$ cat src/rtl/req_conditioner.sv
// req_conditioner
//   Per-channel request conditioner in front of the two-channel grant FSM.
//   Single-cycle events are queued in a pending counter and presented as a
//   level request. Each request is held until it is granted or until it has
//   waited TIMEOUT cycles, in which case it is dropped. A release gap is
//   enforced after every grant.
//
// Ports
//   clock      : rising-edge clock
//   reset      : asynchronous active-high reset, clears all state
//   evt[1:0]   : one-cycle request event per channel
//   gnt[1:0]   : grant level from the arbiter FSM
//   req[1:0]   : registered request level to the arbiter
//   pending0   : channel 0 queued-event count
//   pending1   : channel 1 queued-event count
//   overflow   : one-cycle pulse, event lost because the counter was full
//   drop       : one-cycle pulse, request abandoned after TIMEOUT cycles
//   drop_count : total drops, saturating at 255
module req_conditioner #(
  parameter int unsigned CNT_W   = 3,
  parameter int unsigned TIMEOUT = 16
) (
  input  logic             clock,
  input  logic             reset,
  input  logic [1:0]       evt,
  input  logic [1:0]       gnt,
  output logic [1:0]       req,
  output logic [CNT_W-1:0] pending0,
  output logic [CNT_W-1:0] pending1,
  output logic [1:0]       overflow,
  output logic [1:0]       drop,
  output logic [7:0]       drop_count
);

  typedef enum logic [1:0] {
    IDLE = 2'd0,
    REQ  = 2'd1,
    HOLD = 2'd2
  } state_t;

  localparam logic [7:0]       T_LAST = 8'(TIMEOUT - 1);
  localparam logic [CNT_W-1:0] P_MAX  = '1;

  state_t           state [2];
  logic [7:0]       timer [2];
  logic [CNT_W-1:0] pend  [2];

  logic [1:0] svc;   // grant accepted this cycle
  logic [1:0] tmo;   // timeout expires this cycle
  logic [1:0] dec;
  logic [1:0] ovf;
  logic [8:0] dc_sum;

  always_comb begin
    svc = '0;
    tmo = '0;
    ovf = '0;
    for (int unsigned i = 0; i < 2; i++) begin
      if (state[i] == REQ) begin
        // A grant arriving on the last timer cycle wins over the timeout.
        svc[i] = gnt[i];
        tmo[i] = ~gnt[i] & (timer[i] == T_LAST);
      end
      // A simultaneous decrement makes room, so only an undisturbed full
      // counter loses the event.
      ovf[i] = evt[i] & ~(svc[i] | tmo[i]) & (pend[i] == P_MAX);
    end
  end

  assign dec    = svc | tmo;
  assign dc_sum = {1'b0, drop_count} + {8'd0, tmo[0]} + {8'd0, tmo[1]};

  always_ff @(posedge clock or posedge reset) begin
    if (reset) begin
      for (int unsigned i = 0; i < 2; i++) begin
        state[i] <= IDLE;
        timer[i] <= '0;
        pend[i]  <= '0;
      end
      req        <= '0;
      overflow   <= '0;
      drop       <= '0;
      drop_count <= '0;
    end else begin
      overflow   <= ovf;
      drop       <= tmo;
      drop_count <= dc_sum[8] ? 8'hFF : dc_sum[7:0];
      for (int unsigned i = 0; i < 2; i++) begin
        if (evt[i] && !dec[i] && pend[i] != P_MAX)
          pend[i] <= pend[i] + 1'b1;
        else if (!evt[i] && dec[i] && pend[i] != '0)
          pend[i] <= pend[i] - 1'b1;

        case (state[i])
          IDLE: begin
            if (evt[i] || pend[i] != '0) begin
              state[i] <= REQ;
              timer[i] <= '0;
              req[i]   <= 1'b1;
            end
          end
          REQ: begin
            if (gnt[i]) begin
              state[i] <= HOLD;
              req[i]   <= 1'b0;
            end else if (timer[i] == T_LAST) begin
              state[i] <= IDLE;
              req[i]   <= 1'b0;
            end else begin
              timer[i] <= timer[i] + 8'd1;
            end
          end
          HOLD: begin
            if (!gnt[i])
              state[i] <= IDLE;
          end
          default: begin
            state[i] <= IDLE;
            req[i]   <= 1'b0;
          end
        endcase
      end
    end
  end

  assign pending0 = pend[0];
  assign pending1 = pend[1];

endmodule

$ cat config.mk
export PLATFORM = sky130hd
export DESIGN_NAME = req_conditioner
export DESIGN_NICKNAME = d
export VERILOG_FILES = /design/src/rtl/req_conditioner.sv
export SDC_FILE = /design/constraint.sdc
export NUM_CORES = 1
export LEC_CHECK = 0
export ABC_AREA = 1
export CAP_MARGIN = 20
export CORE_AREA = 2 2 64 66
export DETAILED_ROUTE_END_ITERATION = 10
export DIE_AREA = 0 0 66 68
export GPL_ROUTABILITY_DRIVEN = 0
export GPL_TIMING_DRIVEN = 0
export HOLD_SLACK_MARGIN = 0.03
export MAX_ROUTING_LAYER = met4
export PLACE_DENSITY = 0.79
export SKIP_CTS_REPAIR_TIMING = 1
export SLEW_MARGIN = 10
export SYNTH_ARGS = -nofsm -noshare
export SYNTH_HDL_FRONTEND = slang
export SYNTH_SLANG_ARGS = --single-unit
$ cat constraint.sdc
create_clock -name clock -period 5.6 [get_ports clock]
set_input_delay 0.84 -clock clock [delete_from_list [all_inputs] [get_ports clock]]
set_output_delay 0.84 -clock clock [all_outputs]
set_load 0.01 [all_outputs]
==> results.py <==
metrics = {
    "yosys": {
        "ys_warn_count": 0,
        "synth_cell_type_count": 32,
        "yosysSeqAreaShare_pct": 45.7,
        "synth_edf_count": 0,
        "syn_area_sq_um": 2190,
        "ys_ff_latch": 40,
        "avgSynthCellArea_sq_um": 8.43,
        "synth_cells": 260,
        "synth_fp_nets": 272,
        "ys_dominant_reg_cell": "dfrtp_1",
        "synth-async-reset-ratio_pct": 100,
    },
    "status": {
        "status": "finished clean",
    },
    "sta": {
        "hold_viol": 0,
        "grt_setup_unrepaired": "false",
        "worstMarginPinSlew_ns": 0.418,
        "drv_slew": 0,
        "finalSetupViolCount": 0,
        "relSlewSlack_pct": 71.9,
        "fin_crit_sh_pct": 51.5,
        "fin_tns_setup_ns": 0,
        "layout_min_cycle_time_ns": 2.88,
        "skew_ns": 0.00353,
        "max_freq_mhz": 347,
    },
    "placed_design": {
        "place_area_sq_um": 2520,
        "portBuffers": 25,
        "dp_hpwl_um": 3130,
    },
    "cts": {
        "root_buffer": "clkbuf_8",
        "cts_htree_levels": 2,
        "cts_tree": "done",
        "path_clk_slew_ns": 0.08,
        "cts_buffers": 5,
        "cts_buffer_depth": 2,
        "clock_sinks": 40,
        "clock_latency_ns": 0.29,
    },
    "final_layout": {
        "fill_cells": 318,
        "fin_area_sq_um": 2650,
        "n_antenna_cell": 0,
        "nets": 305,
        "drive_above_1_share_pct": 11.2,
        "syn2layout_area_growth_pct": 21.0,
    },
    "route": {
        "dr.first_iter.drc_count": 100,
        "vias": 1769,
        "drc": 0,
        "ant_nets": 0,
        "finalWirelength_um": 4130,
        "wire_per_inst_um": 12.0,
        "drt_pass1_iterations": 6,
        "viasPerCell": 5.14,
    },
    "power_and_ir_drop": {
        "clock_power_share_pct": 23.1,
        "switching_power_uw": 426,
        "seqPwrFrac_pct": 37.7,
        "peakVddDrop_mv": 0.244,
        "p_leak_nw": 1.32,
        "intPower_uw": 689,
        "p_comb_share_pct": 39.2,
        "powerDensity_nw_per_um2": 421,
        "sw_frac_of_total_pct": 38.2,
    },
    "floorplanning": {
        "design.core.area_sq_um": 3860,
        "dieWidth_um": 66,
        "initial_utilization_pct": 56.8,
        "io_pins": 26,
        "dieArea_sq_um": 4490,
        "rows": 23,
        "die_h_um": 68,
    },
    "worst_setup_path": {
        "crit_fanout": 4,
        "cp-start-kind": "input pin",
        "path_class": "input pin to register",
        "r2r-start": "timer[8]$_DFFE_PP0P_",
        "crit_arrival_ns": 3.07,
        "cp-startpoint": "gnt[0]",
        "worst_setup_path_end_kind": "register",
        "cp.required_ns": 5.79,
    },
    "run": {
        "drv_cap": 0,
    },
    "global_route": {
        "grtUsageTotal_pct": 22.4,
        "grt_pass1_vias": 1693,
        "grt_overflow": 0,
        "grt_pass1_wl_um": 7330,
        "grt_max_degree": 32,
        "antenna_found_initial": 0,
    },
    "worst_hold_path": {
        "hp-class": "register to register",
        "min_from": "req[1]$_DFFE_PP0P_",
    },
}
==> flip-flops by register name, summed over array words and instances, names as in the netlist <==
signal	flops
timer	16
drop_count	8
state	4
pending0	3
pending1	3
drop	2
overflow	2
req	2
==> critical path: stages <==
cell and delay, ns:
clkdlybuf4s50_1 0.50, nor2_4 0.19, nand2_4 0.10, fa_1 0.41
inv_1 0.11, ha_1 0.17, nand2_1 0.10, nor3_1 0.39
xor2_1 0.19, nand2_1 0.06
==> through the flow <==
stage	hold WS (ns)	instances	setup WS, ns	power, mW	util, %
floorplan	0.491	260	3.17	0.719	-
finish	0.505	344	2.72	1.12	68.7
global placement	0.464	335	2.50	0.847	64.9
detailed placement	0.494	336	2.42	0.865	65.4
global route	0.536	344	2.43	1.21	68.7
CTS	0.512	344	2.75	1.13	68.7
==> synthesized netlist by cell type, types with 2 or more instances <==
cell type,count,area [sq um]
nand3_1,24,120
fa_1,3,60.1
o31ai_1,3,22.5
dfrtp_1,40,1000
o21ai_2,2,17.5
xor2_1,8,70.1
o21ai_0,9,45.0
ha_1,3,37.5
nand3_2,2,20.0
nor2_1,17,63.8
nand4_1,6,37.5
a21oi_1,8,40.0
o21bai_1,2,15.0
nand2_2,6,37.5
nor2_4,2,22.5
inv_1,39,146
nand2_4,3,33.8
nor3_1,7,35.0
nand2_1,63,236
==> power by group through the flow <==
stage,Clock [mW],Sequential (mW),Combinational (mW)
2_1_floorplan,0,0.429,0.291
3_3_place_gp,0,0.423,0.425
3_5_place_dp,0,0.427,0.438
4_1_cts,0.265,0.421,0.442
5_1_grt,0.277,0.431,0.499
6_report,0.258,0.421,0.437
==> cells by family after synthesis <==
group	Yosys count	share of synthesized area, %
AND/OR/NAND/NOR	135	30.3
buffers and inverters	41	7.37
flip-flops	40	45.7
AO/OA/AOI/OAI	28	7.82
XOR/XNOR	10	4.34
adder cells (fa/ha/maj)	6	4.45
==> path summary, 6_finish.rpt <==
check,end,slack [ns],depth (start not counted)
setup / recovery,drop_count[6]$_DFF_PP0_,2.72,10
hold / removal,req[1]$_DFFE_PP0P_,0.51,1
setup reg to reg,drop_count[6]$_DFF_PP0_,2.97,11
hold reg to reg,req[1]$_DFFE_PP0P_,0.51,1
max in group asynchronous,drop_count[5]$_DFF_PP0_,4.39,3
min in group asynchronous,pending1[0]$_DFFE_PP0P_,0.78,2
==> metal layers <==
metal | track usage, % | wire [um] | vias up
met4 | 8.16 | 59 | 0
met2 | 38.4 | 2050 | 25
met5 | - | 0 | -
li1 | - | - | 904
met1 | 25.6 | 1870 | 832
met3 | 5.76 | 156 | 8
==> cells in the final DEF, fill, tap and decap left out, types with 6 or more instances in the layout <==
cell type and n:
dfrtp_1 40, a21oi_1 8, nand2_1 63, nor3_1 7
nand4_1 6, xor2_1 8, nand2_2 6, nor2_1 17
clkbuf_8 7, inv_1 38, o21ai_0 9, clkdlybuf4s50_1 25
nand3_1 24
==> area by class of cell <==
type / instances / area (sq um) / area share, %
multi-input combinational: 179 / 1030 / 38.8
clock buffer: 7 / 96.3 / 3.64
sequential: 40 / 1000 / 37.8
tap: 50 / 62.6 / 2.36
clock inverter: 1 / 30.0 / 1.13
inverter: 40 / 150 / 5.67
buffer: 1 / 11.3 / 0.425
timing repair buffer: 26 / 270 / 10.2
Note: power is estimated with default switching activity, not from simulation.
